File: config.mk
export PLATFORM = sky130hd
export DESIGN_NAME = pruning_engine
export DESIGN_NICKNAME = d
export VERILOG_FILES = /design/src/rtl/prune_pkg.sv /design/src/rtl/prune_group_norm.sv /design/src/rtl/pruning_engine.sv
export SDC_FILE = /design/constraint.sdc
export NUM_CORES = 1
export LEC_CHECK = 0
export ABC_AREA = 1
export BUFFER_PORTS_ARGS = -buffer_cell sky130_fd_sc_hd__buf_2
export CORE_ASPECT_RATIO = 0.9
export CORE_MARGIN = 5
export CORE_UTILIZATION = 58
export CTS_CLUSTER_DIAMETER = 200
export DETAILED_ROUTE_END_ITERATION = 8
export PLACE_DENSITY = 0.76
export SYNTH_ARGS = -nofsm -noshare
export SYNTH_HDL_FRONTEND = slang
export SYNTH_SLANG_ARGS = --single-unit
File: constraint.sdc
create_clock -name clk -period 3.86 [get_ports clk]
set_input_delay 0 -clock clk [delete_from_list [all_inputs] [get_ports clk]]
set_output_delay 0 -clock clk [all_outputs]
set_load 0.005 [all_outputs]
File: src/rtl/prune_pkg.sv
// ---------------------------------------------------------------------------
// prune_pkg
// Shared definitions for the pruning engine: the mode encoding applied to
// each accepted beat and a constant-evaluable ceil(log2) used to size the
// norm and counter datapaths.
// ---------------------------------------------------------------------------
package prune_pkg;

    // Pruning granularity, carried with every beat through the pipeline.
    typedef enum logic [1:0] {
        ELEM   = 2'd0,  // per-lane magnitude test
        GROUP  = 2'd1,  // per-group sum-of-magnitudes test
        ROW    = 2'd2,  // whole-beat sum-of-magnitudes test
        BYPASS = 2'd3   // pass everything
    } mode_e;

    // ceil(log2(n)); clog2(1) = 0.
    function automatic int clog2(input int n);
        int r;
        int v;
        r = 0;
        v = n - 1;
        while (v > 0) begin
            r = r + 1;
            v = v >> 1;
        end
        return r;
    endfunction

endpackage

File: src/rtl/prune_group_norm.sv
// ---------------------------------------------------------------------------
// prune_group_norm
// Combinational magnitude stage for one group of GRP two's-complement lanes.
// Produces the per-lane absolute values and their sum (the group L1 norm).
//
// Ports
//   i_lanes : GRP*BW  packed signed lanes, lane i at [BW*(i+1)-1 : BW*i]
//   o_abs   : GRP*BW  unsigned magnitudes, same layout
//   o_sum   : NW      sum of all magnitudes in the group
// ---------------------------------------------------------------------------
module prune_group_norm #(
    parameter int GRP = 4,
    parameter int BW  = 4,
    parameter int NW  = 7
) (
    input  logic [GRP*BW-1:0] i_lanes,
    output logic [GRP*BW-1:0] o_abs,
    output logic [NW-1:0]     o_sum
);

    logic signed [BW-1:0] w_lane;
    logic        [BW-1:0] w_mag;

    // The magnitude is kept unsigned at BW bits: negating the most negative
    // value wraps to the bit pattern 1000..0, which read unsigned is exactly
    // 2^(BW-1), so no extra bit is needed.
    always_comb begin
        o_abs  = '0;
        o_sum  = '0;
        w_lane = '0;
        w_mag  = '0;
        for (int i = 0; i < GRP; i++) begin
            w_lane = i_lanes[i*BW +: BW];
            w_mag  = w_lane[BW-1] ? $unsigned(-w_lane) : $unsigned(w_lane);
            o_abs[i*BW +: BW] = w_mag;
            o_sum = o_sum + NW'(w_mag);
        end
    end

endmodule

File: src/rtl/pruning_engine.sv
// ---------------------------------------------------------------------------
// pruning_engine
// Two-stage streaming magnitude pruner. Each accepted beat of COL signed
// lanes is tested per element, per group of GRP lanes, per whole row, or
// bypassed; pruned lanes are zeroed and flagged in the output mask. A
// saturating counter accumulates the number of pruned lanes delivered.
//
// Ports
//   clk        : clock, all logic on posedge
//   reset      : synchronous active-high reset
//   cfg_mode   : 2    pruning mode, sampled with each accepted beat
//   cfg_thres  : BW   unsigned threshold, sampled with each accepted beat
//   in_valid   : 1    input beat valid
//   in_ready   : 1    engine can accept a beat this cycle
//   in_data    : BW*COL input lanes
//   out_valid  : 1    output beat valid
//   out_ready  : 1    downstream accepts the output beat
//   out_data   : BW*COL pruned lanes
//   out_mask   : COL  bit i set when lane i kept
//   cnt_clr    : 1    synchronous clear of zero_cnt (wins over increment)
//   zero_cnt   : CNT_W saturating count of pruned lanes delivered
// ---------------------------------------------------------------------------
module pruning_engine
    import prune_pkg::*;
#(
    parameter int COL   = 8,
    parameter int BW    = 4,
    parameter int GRP   = 4,
    parameter int CNT_W = 16
) (
    input  logic              clk,
    input  logic              reset,
    input  logic [1:0]        cfg_mode,
    input  logic [BW-1:0]     cfg_thres,
    input  logic              in_valid,
    output logic              in_ready,
    input  logic [BW*COL-1:0] in_data,
    output logic              out_valid,
    input  logic              out_ready,
    output logic [BW*COL-1:0] out_data,
    output logic [COL-1:0]    out_mask,
    input  logic              cnt_clr,
    output logic [CNT_W-1:0]  zero_cnt
);

    localparam int NG  = COL / GRP;
    localparam int NW  = BW + clog2(COL);
    localparam int CLW = clog2(COL + 1);

    // Saturating accumulate of a small lane count into the counter.
    function automatic logic [CNT_W-1:0] sat_add(input logic [CNT_W-1:0] a,
                                                 input logic [CLW-1:0]   b);
        logic [CNT_W:0] s;
        s = {1'b0, a} + (CNT_W+1)'(b);
        return s[CNT_W] ? {CNT_W{1'b1}} : s[CNT_W-1:0];
    endfunction

    // Number of pruned (zero) bits in a keep mask.
    function automatic logic [CLW-1:0] count_zeros(input logic [COL-1:0] m);
        logic [CLW-1:0] c;
        c = '0;
        for (int i = 0; i < COL; i++) begin
            c = c + CLW'(!m[i]);
        end
        return c;
    endfunction

    logic [BW*COL-1:0] w_abs;
    logic [NW-1:0]     w_gsum [NG];

    logic              r_vld_p1;
    logic [BW*COL-1:0] r_data_p1;
    logic [BW*COL-1:0] r_abs_p1;
    logic [NW-1:0]     r_gsum_p1 [NG];
    mode_e             r_mode_p1;
    logic [BW-1:0]     r_thres_p1;

    logic              r_vld_p2;
    logic [BW*COL-1:0] r_data_p2;
    logic [COL-1:0]    r_mask_p2;
    logic [CNT_W-1:0]  r_cnt;

    logic              w_adv;
    logic [NW-1:0]     w_row_sum;
    logic [NW-1:0]     w_thr_grp;
    logic [NW-1:0]     w_thr_row;
    logic [COL-1:0]    w_keep;
    logic [BW*COL-1:0] w_data;

    // Both stages move in lockstep; a stalled output freezes everything.
    assign w_adv    = ~r_vld_p2 | out_ready;
    assign in_ready = w_adv;

    assign out_valid = r_vld_p2;
    assign out_data  = r_data_p2;
    assign out_mask  = r_mask_p2;
    assign zero_cnt  = r_cnt;

    for (genvar g = 0; g < NG; g++) begin : g_norm
        prune_group_norm #(
            .GRP (GRP),
            .BW  (BW),
            .NW  (NW)
        ) u_norm (
            .i_lanes (in_data[g*GRP*BW +: GRP*BW]),
            .o_abs   (w_abs[g*GRP*BW +: GRP*BW]),
            .o_sum   (w_gsum[g])
        );
    end

    // ---- stage 0 -> 1: capture beat, magnitudes, group norms, config ----
    always_ff @(posedge clk) begin
        if (w_adv) begin
            r_data_p1  <= in_data;
            r_abs_p1   <= w_abs;
            r_mode_p1  <= mode_e'(cfg_mode);
            r_thres_p1 <= cfg_thres;
            for (int g = 0; g < NG; g++) begin
                r_gsum_p1[g] <= w_gsum[g];
            end
        end
    end

    // Thresholds are widened to the norm width before scaling so that
    // thres*GRP and thres*COL never truncate.
    always_comb begin
        w_row_sum = '0;
        for (int g = 0; g < NG; g++) begin
            w_row_sum = w_row_sum + r_gsum_p1[g];
        end
        w_thr_grp = NW'(r_thres_p1) * NW'(GRP);
        w_thr_row = NW'(r_thres_p1) * NW'(COL);
        w_keep    = '0;
        w_data    = '0;
        for (int i = 0; i < COL; i++) begin
            case (r_mode_p1)
                ELEM:    w_keep[i] = r_abs_p1[i*BW +: BW] > r_thres_p1;
                GROUP:   w_keep[i] = r_gsum_p1[i/GRP] > w_thr_grp;
                ROW:     w_keep[i] = w_row_sum > w_thr_row;
                default: w_keep[i] = 1'b1;
            endcase
            w_data[i*BW +: BW] = w_keep[i] ? r_data_p1[i*BW +: BW] : '0;
        end
    end

    // ---- stage 1 -> 2: register pruned beat and keep mask ----
    always_ff @(posedge clk) begin
        if (reset) begin
            r_vld_p1  <= 1'b0;
            r_vld_p2  <= 1'b0;
            r_data_p2 <= '0;
            r_mask_p2 <= '0;
        end else if (w_adv) begin
            r_vld_p1  <= in_valid;
            r_vld_p2  <= r_vld_p1;
            r_data_p2 <= w_data;
            r_mask_p2 <= w_keep;
        end
    end

    // Counter advances only on a completed output handshake.
    always_ff @(posedge clk) begin
        if (reset || cnt_clr) begin
            r_cnt <= '0;
        end else if (r_vld_p2 && out_ready) begin
            r_cnt <= sat_add(r_cnt, count_zeros(r_mask_p2));
        end
    end

endmodule

# --- Word-level counts from Yosys, hierarchy flattened ---
# Memory sizes are Yosys's and may differ from the RTL's.
# Cells that the tools add are included.
op_classes:
  n_addsub: 23
  n_lt_le_gt_ge: 11
  eq_ne: 2
  muxes: 27
  bitwise: 2
  reduce_logical: 11
op_table:
  columns: ["cell", "count"]
  rows:
  - ["4-bit 2-to-1 mux", 16]
  - ["4-bit greater-than comparator", 8]
  - ["4-bit negator", 8]
  - ["7-bit by 4-bit adder with 7-bit output", 4]
  - ["1-bit case mux with 3 select lines", 8]
  - ["16-bit by 4-bit adder with 17-bit output", 1]
  - ["4-bit by 1-bit adder with 4-bit output", 4]
  - ["16-bit 2-to-1 mux", 1]
  - ["7-bit by 6-bit greater-than comparator with 1-bit output", 2]
  - ["4-bit by 4-bit adder with 5-bit output", 2]
  - ["1-bit logical NOT", 8]
  - ["7-bit adder", 1]
  - ["7-bit greater-than comparator", 1]
  - ["3-bit by 1-bit adder with 4-bit output", 1]
  - ["2-bit by 1-bit adder with 3-bit output", 1]
  - ["1-bit by 1-bit adder with 2-bit output", 1]
  - ["2-bit by 1-bit equality test with 1-bit output (second input constant)", 1]
  - ["2-bit equality test (second input constant)", 1]
  - ["2-bit logical NOT", 1]
  - ["1-bit 2-to-1 mux", 2]
  - ["1-bit logical AND", 1]
  - ["1-bit logical OR", 1]
  - ["1-bit NOT", 1]
  - ["1-bit bitwise OR", 1]
totals:
  reg_bits: 128
  ramBits: 14
  in_bits: 43
  output_inout_bits: 58
  elab_cells: 86
  n_memories: 1
memory_table:
  columns: ["name", "depth", "width", "read_ports", "rd_ports_with_merged_regs", "write_ports", "line_no", "source"]
  rows:
  - ["r_gsum_p1", 2, 7, 2, 0, 2, "pruning_engine.sv:74", "logic [NW-1:0] r_gsum_p1 [NG];"]

# --- Longest topological paths before layout ---
# Gate-level depths: netlist (run 1).
logic_depth:
  word_depth: 10
  ltp_mapped: 19
  ltp_nobuf: 19

# --- By module ---
# A second synthesis (run 1) with hierarchy kept.
hier_totals:
  hier_cells: 868
  area_unflattened_um2: 7972.6
by_module_without_submodules:
  columns: ["module", "instances", "cells_per_inst", "area_each_um2", "seq_area_each_um2"]
  rows:
  - ["pruning_engine", 1, 690, 6729.0, 3683.5]
  - ["prune_group_norm", 2, 89, 621.8, 0.0]

# --- Worst setup path before layout (run 1) ---
# OpenSTA, ideal clock, no wires.
synth_timing:
  path_kind: "reg-to-reg"
  start: "register r_cnt[0], in the netlist zero_cnt[0]"
  end: "register r_cnt[6], in the netlist zero_cnt[6]"
  setup_time_ns: 0.109
  arrival_time_ns: 3.338
  t_required_ns: 3.751
  slack_ns: 0.413
  stages_incl_launch_ff: 19
  path_cell_list: "dfxtp_1 -> inv_1 -> fa_1 -> inv_1 -> fa_1 -> fa_1 -> inv_1 -> fa_1 -> inv_1 -> fa_1 -> nand3_1 -> nand2_1 -> nand2_1 -> nor2_1 -> nand2_1 -> xor2_1 -> nand2_1 -> nand2_1 -> inv_1"
synth_between:
  elab_chain_cells: 2
synth_lines:
  columns: ["element", "line_no", "source"]
  rows:
  - ["start, declared", "pruning_engine.sv:81", "logic [CNT_W-1:0] r_cnt;"]
  - ["start signal, assigned", "pruning_engine.sv:166", "r_cnt <= sat_add(r_cnt, count_zeros(r_mask_p2));"]
  - ["16-bit by 4-bit adder with 17-bit output", "pruning_engine.sv:54", "s = {1'b0, a} + (CNT_W+1)'(b);"]
  - ["16-bit 2-to-1 mux", "pruning_engine.sv:55", "return s[CNT_W] ? {CNT_W{1'b1}} : s[CNT_W-1:0];"]
# No other way between the ends.
# A chain may end at the register's enable or synchronous reset.

# --- Worst setup path after layout (run 1) ---
# Ends and elaborated chain as after synthesis.

==> flow_summary.html, run 1 <==
<table>
<tr><th>Metric</th><th>Value</th></tr>
<tr><th colspan="2">GRT</th></tr>
<tr><td>Maximum number of pins on one net before global-route repair</td><td>82</td></tr>
<tr><td>Antenna violations before repair</td><td>0</td></tr>
<tr><td>Number of global-route vias before repair</td><td>a little under 6000</td></tr>
<tr><td>Global route overflow</td><td>0</td></tr>
<tr><td>Global-route usage over all layers</td><td>23.45%</td></tr>
<tr><td>Global-route wire length before repair</td><td>28140 microns</td></tr>
<tr><th colspan="2">Synth</th></tr>
<tr><td>Synthesis-stage register bit count</td><td>~130</td></tr>
<tr><td>Synthesized instance count</td><td>837</td></tr>
<tr><td>Seq/Total Area, Yosys</td><td>44.96%</td></tr>
<tr><td>Main flop type after synthesis</td><td>sky130_fd_sc_hd__edfxtp_1</td></tr>
<tr><td>Netlist Area Pre-Place</td><td>7525 sq um</td></tr>
<tr><td>Async set-reset flop share out of synthesis</td><td>0%</td></tr>
<tr><td>Warnings, synthesis</td><td>0</td></tr>
<tr><td>Average instance area after synthesis</td><td>8.990 sq um</td></tr>
<tr><td>Syn Nets</td><td>978</td></tr>
<tr><td>Yosys top cell area share</td><td>just under 30%</td></tr>
<tr><td>Library cell occupying the most area in the post-synthesis netlist</td><td>sky130_fd_sc_hd__edfxtp_1</td></tr>
<tr><td>Dominant cells by area after synthesis</td><td>sky130_fd_sc_hd__edfxtp_1, sky130_fd_sc_hd__dfxtp_1, sky130_fd_sc_hd__ha_1</td></tr>
<tr><td>Count of flip-flops with a built-in enable after synthesis</td><td>74</td></tr>
<tr><td>Number of distinct library cell variants in the gate-level netlist after synthesis</td><td>29</td></tr>
<tr><th colspan="2">Clock tree</th></tr>
<tr><td>Buffer type at the clock tree root</td><td>sky130_fd_sc_hd__clkbuf_16</td></tr>
<tr><td>Number of sinks handled by clock tree synthesis</td><td>132</td></tr>
<tr><td>Maximum buffer depth of the clock tree</td><td>2</td></tr>
<tr><td>Number of buffers created by CTS</td><td>17</td></tr>
<tr><td>Clock latency on the worst-skew pair</td><td>0.42 ns</td></tr>
<tr><td>Number of H-tree levels</td><td>4</td></tr>
<tr><td>Clock transition at path regs</td><td>0.06 ns</td></tr>
<tr><td>CTS tree</td><td>done</td></tr>
<tr><th colspan="2">Power</th></tr>
<tr><td>Largest voltage drop on the vdd net</td><td>approximately 380 uV</td></tr>
<tr><td>Part of the total power dissipated in sequential elements</td><td>36.2%</td></tr>
<tr><td>Pwr/cell area</td><td>542.3 nW/um^2</td></tr>
<tr><td>Final Total Pwr</td><td>5.001 mW</td></tr>
<tr><td>Switching power share of the total</td><td>a little under a third</td></tr>
<tr><td>Part of the total power dissipated in combinational logic</td><td>between 30 and 40%</td></tr>
<tr><td>Clock Power Share</td><td>33.5%</td></tr>
<tr><td>Internal power</td><td>3.414 mW</td></tr>
<tr><td>Total leakage power</td><td>about 4.6 nW</td></tr>
<tr><td>Net switching power</td><td>1.587 mW</td></tr>
<tr><th colspan="2">STA</th></tr>
<tr><td>Max frequency</td><td>272.8 MHz</td></tr>
<tr><td>Share of the clock period used by the worst path after layout</td><td>94.98%</td></tr>
<tr><td>Relative max-transition margin</td><td>38.91%</td></tr>
<tr><td>Least-Margin Pin Slew</td><td>0.9164 ns</td></tr>
<tr><td>Final setup violation count</td><td>0</td></tr>
<tr><td>Worst clock skew</td><td>just under 0.004 ns</td></tr>
<tr><td>Pins Over Slew Limit</td><td>0</td></tr>
<tr><td>Number of hold violations in the final report</td><td>0</td></tr>
<tr><td>Fin crit period</td><td>3.666 ns</td></tr>
<tr><th colspan="2">Die</th></tr>
<tr><td>Floorplan die area</td><td>15350 sq um</td></tr>
<tr><td>Standard cell core area</td><td>roughly 13000 sq um</td></tr>
<tr><td>Die span in x</td><td>130.1 microns</td></tr>
<tr><td>Die Ht</td><td>118.1 microns</td></tr>
<tr><td>Top-Level Pins</td><td>101</td></tr>
<tr><td>Count of standard-cell rows</td><td>39</td></tr>
<tr><td>Initial cell density of the core</td><td>59.31%</td></tr>
<tr><th colspan="2">Placement</th></tr>
<tr><td>Placed cells</td><td>around 1100</td></tr>
<tr><td>Buffers on Ports</td><td>100</td></tr>
<tr><td>Final weighted congestion in routability-driven placement</td><td>~0.88</td></tr>
<tr><td>Half-perimeter wire length after detailed placement</td><td>11810 microns</td></tr>
<tr><th colspan="2">Worst setup path</th></tr>
<tr><td>Sort of element at the start of the critical path</td><td>flop</td></tr>
<tr><td>Worst-path fanout max</td><td>3</td></tr>
<tr><td>Category of the worst setup path capture point</td><td>flop</td></tr>
<tr><td>Startpoint-to-endpoint class of the critical path</td><td>flop to flop</td></tr>
<tr><td>Worst path arrival time</td><td>3.99 ns</td></tr>
<tr><td>Required time of the critical path</td><td>4.18 ns</td></tr>
<tr><th colspan="2">Cells and area</th></tr>
<tr><td>Layout overhead on the synthesized area</td><td>22.55%</td></tr>
<tr><td>Ratio of cells with drive above 1 in the final layout</td><td>between 10% and 20%</td></tr>
<tr><td>Fraction of the core area covered by cells at the end of the flow</td><td>72.68%</td></tr>
<tr><td>Antenna Cells</td><td>0</td></tr>
<tr><td>Post-Layout Cell Count</td><td>between 1000 and 1500</td></tr>
<tr><td>Final net count</td><td>1127</td></tr>
<tr><th colspan="2">Drt</th></tr>
<tr><td>Via-to-Cell Ratio</td><td>about 5.2</td></tr>
<tr><td>DRT Pass-1 Iters</td><td>5</td></tr>
<tr><td>Number of remaining DRC errors</td><td>0</td></tr>
<tr><td>Vias after detailed routing</td><td>6060</td></tr>
<tr><td>Remaining number of nets flagged by the antenna check after routing</td><td>0</td></tr>
<tr><td>DR iter-0 viols</td><td>488</td></tr>
<tr><td>Routed wirelength normalized by instance count</td><td>approximately 15 microns</td></tr>
<tr><td>Routed WL</td><td>between 15000 and 20000 microns</td></tr>
<tr><th colspan="2">Worst hold path</th></tr>
<tr><td>Class of the worst hold path</td><td>primary input to flop</td></tr>
<tr><th colspan="2">Outcome</th></tr>
<tr><td>Status</td><td>finished clean</td></tr>
<tr><th colspan="2">Flow run</th></tr>
<tr><td>Max-capacitance violation count</td><td>0</td></tr>
</table>
[layout by cell type (no fill, tap or decap), types with 3 or more instances in the layout]
cell type	n
sky130_fd_sc_hd__fa_1	17
sky130_fd_sc_hd__o21ai_0	19
sky130_fd_sc_hd__clkbuf_1	4
sky130_fd_sc_hd__a21oi_1	76
sky130_fd_sc_hd__edfxtp_1	74
sky130_fd_sc_hd__nor2_1	37
sky130_fd_sc_hd__nand2_1	183
sky130_fd_sc_hd__xor2_1	16
sky130_fd_sc_hd__buf_4	6
sky130_fd_sc_hd__dfxtp_1	58
sky130_fd_sc_hd__dlygate4sd3_1	40
sky130_fd_sc_hd__o21bai_1	5
sky130_fd_sc_hd__xnor2_1	7
sky130_fd_sc_hd__nand3_2	12
sky130_fd_sc_hd__bufinv_16	3
sky130_fd_sc_hd__nor3_1	4
sky130_fd_sc_hd__clkbuf_16	18
sky130_fd_sc_hd__nor2_2	3
sky130_fd_sc_hd__ha_1	80
sky130_fd_sc_hd__buf_2	100
sky130_fd_sc_hd__nand4_1	9
sky130_fd_sc_hd__inv_1	144
sky130_fd_sc_hd__nand3_1	63
[area by class of cell]
| class | instances | area, sq um |
|---|---|---|
| inverters | 146 | 550.5 |
| repair buffers | 146 | 945.9 |
| clock buffers | 24 | 493.0 |
| flip-flops and latches | 132 | 3383 |
| clock inverters | 8 | 120.1 |
| multi-input cells | 543 | 3523 |
| well taps | 164 | 205.2 |
| fillers | 945 | 3466 |
[synthesized netlist by cell type (12+ instances only)]
cell type and instances:
sky130_fd_sc_hd__o21ai_0 19, sky130_fd_sc_hd__xor2_1 16, sky130_fd_sc_hd__ha_1 80, sky130_fd_sc_hd__edfxtp_1 74, sky130_fd_sc_hd__dfxtp_1 58, sky130_fd_sc_hd__inv_1 144, sky130_fd_sc_hd__a21oi_1 76, sky130_fd_sc_hd__nor2_1 38
sky130_fd_sc_hd__fa_1 18, sky130_fd_sc_hd__nand3_2 12, sky130_fd_sc_hd__nand3_1 63, sky130_fd_sc_hd__nand2_1 185
[power groups by stage]
stage               combinational (mW)  sequential (mW)  clock, mW
floorplan                         1.08             1.81          0
CTS                               1.52             1.80       1.69
global placement                  1.43             1.82          0
finish                            1.52             1.81       1.67
detailed placement                1.47             1.83          0
global route                      1.76             1.82       1.76
[critical path, cell delays in order, from the launching register on]
cell	delay, ns
sky130_fd_sc_hd__dfxtp_1	0.36
sky130_fd_sc_hd__inv_1	0.07
sky130_fd_sc_hd__fa_1	0.50
sky130_fd_sc_hd__inv_1	0.05
sky130_fd_sc_hd__fa_1	0.45
sky130_fd_sc_hd__fa_1	0.51
sky130_fd_sc_hd__inv_1	0.05
sky130_fd_sc_hd__fa_1	0.36
sky130_fd_sc_hd__inv_1	0.12
sky130_fd_sc_hd__fa_2	0.23
sky130_fd_sc_hd__nand3_1	0.09
sky130_fd_sc_hd__nand2_2	0.11
sky130_fd_sc_hd__nand2_2	0.09
sky130_fd_sc_hd__nor2_2	0.15
sky130_fd_sc_hd__nand2_1	0.07
sky130_fd_sc_hd__xor2_1	0.16
sky130_fd_sc_hd__nand2_1	0.08
sky130_fd_sc_hd__nand2_1	0.07
sky130_fd_sc_hd__inv_1	0.05
[metrics by stage]
step	hold WS, ns	setup TNS (ns)	worst slack (ns)	cell area [sq um]
floorplan	0.09887	0	0.4132	7525
global placement	0.1765	0	0.2694	8183
detailed placement	0.1781	0	0.1429	8183
CTS	0.000001249	0	0.05632	9196
global route	0.05392	-0.01471	-0.01471	9221
finish	0.02160	0	0.1938	9221
[final timing paths]
kind                    start            to  slack (ns)  depth (start not counted)
hold / removal        cnt_clr  zero_cnt[11]        0.02                          4
hold reg to reg   out_data[9]   out_data[9]        0.46                          2
setup reg to reg  zero_cnt[0]   zero_cnt[6]        0.19                         18
setup / recovery  zero_cnt[0]   zero_cnt[6]        0.19                         18
[metal layers]
| layer | GRT usage (%) | part of all wire [%] | routed length [microns] | vias up |
|---|---|---|---|---|
| met5 | 0 | 0 | 0 | - |
| met4 | 9.026 | 2.6 | 452 | 0 |
| met3 | 5.672 | 7.0 | 1219 | 45 |
| met2 | 35.80 | 46 | 8000 | 207 |
| met1 | 32.16 | 44 | 7691 | 2766 |
| li1 | - | - | - | 3042 |
[state kept, by name (all words and copies together) (netlist names)]
signal and cells:
out_data 32, r_data_p1 32, r_abs_p1 24, zero_cnt 16, r_gsum_p1 12, out_mask 8, r_thres_p1 4, r_mode_p1 2
out_valid 1, r_vld_p1 1
[kinds of logic after synthesis]
kind of cell	synth area share, %
adders and majority gates	18.09
AOI/OAI and AO/OA	7.017
xor gates and xnor gates	2.677
buffers and inverters	8.347
and+or+nand+nor	18.91
DFF	44.96
[repair_timing]
item                                   CTS  global route
setup buffers                            0             2
hold buffers                            40             0
endpoints found under the hold margin   47             0
resized for setup                        0             4
setup endpoints to repair                0             4
No activity file was read; power rests on OpenSTA's default activity.
==> run 2: changes to the inputs <==
==> constraint.sdc (replaced) <==
create_clock -name clk -period 3.86 [get_ports clk]
set_input_delay 0.386 -clock clk [delete_from_list [all_inputs] [get_ports clk]]
set_output_delay 0.386 -clock clk [all_outputs]
set_load 0.005 [all_outputs]
==> run 2 against run 1 <==
Non-clock buffer count down 43. Count of clock-buffer cells in the layout down 6. Combinational power barely moved. Core utilization decreased by 3.3 points. Cell area shrank 4.5%. Register-to-register slack improved by 0.04 ns. Final cell count down 3.7%.
==> flow_summary.html, run 2 (synthesized netlist as in run 1, its figures left out) <==
<table>
<tr><th>Metric</th><th>Value</th></tr>
<tr><th colspan="2">Outcome</th></tr>
<tr><td>Status</td><td>finished clean</td></tr>
<tr><th colspan="2">Power</th></tr>
<tr><td>Part of the total power dissipated in combinational logic</td><td>30.2%</td></tr>
<tr><td>Switching power share of the total</td><td>between 30% and 40%</td></tr>
<tr><td>Clock Power Share</td><td>between 30% and 40%</td></tr>
<tr><td>Net switching power</td><td>1.618 mW</td></tr>
<tr><td>Total leakage power</td><td>4.447 nW</td></tr>
<tr><td>Final Total Pwr</td><td>around 5.0 mW</td></tr>
<tr><td>Part of the total power dissipated in sequential elements</td><td>36.1%</td></tr>
<tr><td>Largest voltage drop on the vdd net</td><td>~440 uV</td></tr>
<tr><td>Internal power</td><td>between 3 and 4 mW</td></tr>
<tr><td>Pwr/cell area</td><td>567.5 nW/um^2</td></tr>
<tr><th colspan="2">STA</th></tr>
<tr><td>Worst clock skew</td><td>0.006682 ns</td></tr>
<tr><td>Final setup violation count</td><td>0</td></tr>
<tr><td>Relative max-transition margin</td><td>38.29%</td></tr>
<tr><td>Worst hold margin</td><td>0.1292 ns</td></tr>
<tr><td>Unrepaired setup endpoints after global routing</td><td>false</td></tr>
<tr><td>Final WS setup</td><td>0.2337 ns</td></tr>
<tr><td>Max frequency</td><td>275.8 MHz</td></tr>
<tr><td>Least-Margin Pin Slew</td><td>about 0.9 ns</td></tr>
<tr><td>Number of hold violations in the final report</td><td>0</td></tr>
<tr><td>Share of the clock period used by the worst path after layout</td><td>between 90% and 100%</td></tr>
<tr><td>Final setup TNS</td><td>0 ns</td></tr>
<tr><td>Fin crit period</td><td>3.626 ns</td></tr>
<tr><td>Pins Over Slew Limit</td><td>0</td></tr>
<tr><th colspan="2">GRT</th></tr>
<tr><td>Number of global-route vias before repair</td><td>5555</td></tr>
<tr><td>GR met3 Demand/Resource</td><td>5.672%</td></tr>
<tr><td>Antenna violations before repair</td><td>0</td></tr>
<tr><td>Global-route usage over all layers</td><td>22.19%</td></tr>
<tr><td>Met2 Use GR</td><td>33.81%</td></tr>
<tr><td>Global route hottest layer</td><td>met2</td></tr>
<tr><td>Global route overflow</td><td>0</td></tr>
<tr><td>Global-route wire length before repair</td><td>26600 microns</td></tr>
<tr><td>Global-route track usage on met1</td><td>a little under a third</td></tr>
<tr><td>Maximum number of pins on one net before global-route repair</td><td>73</td></tr>
<tr><th colspan="2">Drt</th></tr>
<tr><td>Remaining number of nets flagged by the antenna check after routing</td><td>0</td></tr>
<tr><td>DRT Pass-1 Iters</td><td>6</td></tr>
<tr><td>Routed wirelength normalized by instance count</td><td>14.63 microns</td></tr>
<tr><td>Vias after detailed routing</td><td>5897</td></tr>
<tr><td>DR iter-0 viols</td><td>377</td></tr>
<tr><td>Number of remaining DRC errors</td><td>0</td></tr>
<tr><td>Via-to-Cell Ratio</td><td>between 5 and 6</td></tr>
<tr><td>Routed WL</td><td>around 16000 microns</td></tr>
<tr><th colspan="2">Cells and area</th></tr>
<tr><td>Most common cell after layout, fill and taps aside</td><td>sky130_fd_sc_hd__nand2_1</td></tr>
<tr><td>Layout overhead on the synthesized area</td><td>17.03%</td></tr>
<tr><td>Fraction of the core area covered by cells at the end of the flow</td><td>69.41%</td></tr>
<tr><td>Antenna Cells</td><td>0</td></tr>
<tr><td>Final cell area excluding filler cells</td><td>just under 9000 sq um</td></tr>
<tr><td>Final net count</td><td>about 1100</td></tr>
<tr><td>Post-Layout Cell Count</td><td>1120</td></tr>
<tr><td>Highest-count cells in the layout ignoring fill and taps</td><td>sky130_fd_sc_hd__nand2_1, sky130_fd_sc_hd__inv_1, sky130_fd_sc_hd__buf_2</td></tr>
<tr><td>Ratio of cells with drive above 1 in the final layout</td><td>16.32%</td></tr>
<tr><th colspan="2">Die</th></tr>
<tr><td>Die Ht</td><td>118.1 microns</td></tr>
<tr><td>Floorplan die area</td><td>15350 sq um</td></tr>
<tr><td>Standard cell core area</td><td>between 10000 and 15000 sq um</td></tr>
<tr><td>Count of standard-cell rows</td><td>39</td></tr>
<tr><td>Top-Level Pins</td><td>101</td></tr>
<tr><td>Die span in x</td><td>130.1 microns</td></tr>
<tr><td>Initial cell density of the core</td><td>59.31%</td></tr>
<tr><th colspan="2">Clock tree</th></tr>
<tr><td>Number of H-tree levels</td><td>4</td></tr>
<tr><td>Clock latency on the worst-skew pair</td><td>0.43 ns</td></tr>
<tr><td>CTS tree</td><td>done</td></tr>
<tr><td>Post-CTS setup buffer count</td><td>0</td></tr>
<tr><td>Buffer type at the clock tree root</td><td>sky130_fd_sc_hd__clkbuf_16</td></tr>
<tr><td>Clock transition at path regs</td><td>0.06 ns</td></tr>
<tr><td>Maximum buffer depth of the clock tree</td><td>2</td></tr>
<tr><td>Number of buffers created by CTS</td><td>17</td></tr>
<tr><td>Number of sinks handled by clock tree synthesis</td><td>132</td></tr>
<tr><th colspan="2">Placement</th></tr>
<tr><td>Area of placed instances</td><td>8175 sq um</td></tr>
<tr><td>Half-perimeter wire length after detailed placement</td><td>between 10000 and 15000 microns</td></tr>
<tr><td>Final weighted congestion in routability-driven placement</td><td>0.8534</td></tr>
<tr><td>Buffers on Ports</td><td>100</td></tr>
<tr><td>Place WS</td><td>roughly 0.19 ns</td></tr>
<tr><td>Placed cells</td><td>1088</td></tr>
<tr><th colspan="2">Worst setup path</th></tr>
<tr><td>Required time of the critical path</td><td>4.23 ns</td></tr>
<tr><td>Worst-path fanout max</td><td>5</td></tr>
<tr><td>Startpoint-to-endpoint class of the critical path</td><td>flop to flop</td></tr>
<tr><td>Worst flop-to-flop path startpoint</td><td>zero_cnt[0]</td></tr>
<tr><td>Category of the worst setup path capture point</td><td>flop</td></tr>
<tr><td>FF-to-FF setup slack</td><td>0.23 ns</td></tr>
<tr><td>Sort of element at the start of the critical path</td><td>flop</td></tr>
<tr><td>FF-to-FF path depth</td><td>17</td></tr>
<tr><td>Worst path arrival time</td><td>4.00 ns</td></tr>
<tr><td>Worst flop-to-flop path endpoint</td><td>zero_cnt[15]</td></tr>
<tr><th colspan="2">Worst hold path</th></tr>
<tr><td>Instance count along the most critical hold path</td><td>1</td></tr>
<tr><td>Worst-case hold path end point</td><td>r_thres_p1[3]</td></tr>
<tr><td>Class of the worst hold path</td><td>primary input to flop</td></tr>
<tr><td>Worst Min Path Start</td><td>cfg_thres[3]</td></tr>
<tr><th colspan="2">Flow run</th></tr>
<tr><td>Max-capacitance violation count</td><td>0</td></tr>
</table>
==> run 2: critical path, stage by stage (launching register included) <==
cell	delay [ns]
sky130_fd_sc_hd__dfxtp_1	0.34
sky130_fd_sc_hd__inv_1	0.06
sky130_fd_sc_hd__fa_1	0.51
sky130_fd_sc_hd__inv_1	0.06
sky130_fd_sc_hd__fa_1	0.48
sky130_fd_sc_hd__fa_1	0.52
sky130_fd_sc_hd__inv_1	0.05
sky130_fd_sc_hd__fa_1	0.36
sky130_fd_sc_hd__inv_1	0.12
sky130_fd_sc_hd__fa_1	0.22
sky130_fd_sc_hd__nand3_1	0.10
sky130_fd_sc_hd__nand2_2	0.14
sky130_fd_sc_hd__nand3_2	0.13
sky130_fd_sc_hd__nor2_4	0.16
sky130_fd_sc_hd__nand3_4	0.11
sky130_fd_sc_hd__nand3_1	0.10
sky130_fd_sc_hd__nand2_1	0.05
sky130_fd_sc_hd__inv_1	0.08
==> run 2: power groups by stage <==
stage | registers (mW) | logic [mW] | clock network (mW)
after floorplan | 1.81 | 1.08 | 0
after global placement | 1.83 | 1.44 | 0
after detailed placement | 1.83 | 1.49 | 0
after CTS | 1.80 | 1.53 | 1.70
after global routing | 1.82 | 1.75 | 1.77
final | 1.80 | 1.51 | 1.68
==> run 2: what timing repair did <==
item	in CTS	in global routing
hold buffers	0	0
endpoints found under the setup margin	0	5
endpoints found under the hold margin	0	0
gates resized for setup	0	4
==> run 2: worst max path at each step <==
| stage | start | to | slack, ns | cells past startpoint |
|---|---|---|---|---|
| finish | zero_cnt[0] | zero_cnt[15] | 0.23 | 17 |
| global route | zero_cnt[0] | zero_cnt[6] | 0.02 | 18 |
| CTS | zero_cnt[0] | zero_cnt[6] | 0.17 | 18 |
| detailed placement | zero_cnt[0] | zero_cnt[6] | 0.19 | 18 |
| global placement | zero_cnt[0] | zero_cnt[6] | 0.29 | 18 |
| floorplan | zero_cnt[0] | zero_cnt[6] | 0.41 | 18 |
==> run 2: cell type report <==
class,count,area [sq um]
fill,1039,3881
multi-input combinational,543,3528
sequential,132,3383
inverter,146,550.5
timing repair buffer,103,523.0
clock buffer,18,429.2
tap,164,205.2
clock inverter,14,186.4
==> run 2: per-layer routing <==
metal  routed length, microns  share of wire, %
met1                     7369                45
met2                     7503                46
met3                     1209               7.4
met4                      308               1.9
met5                        0                 0
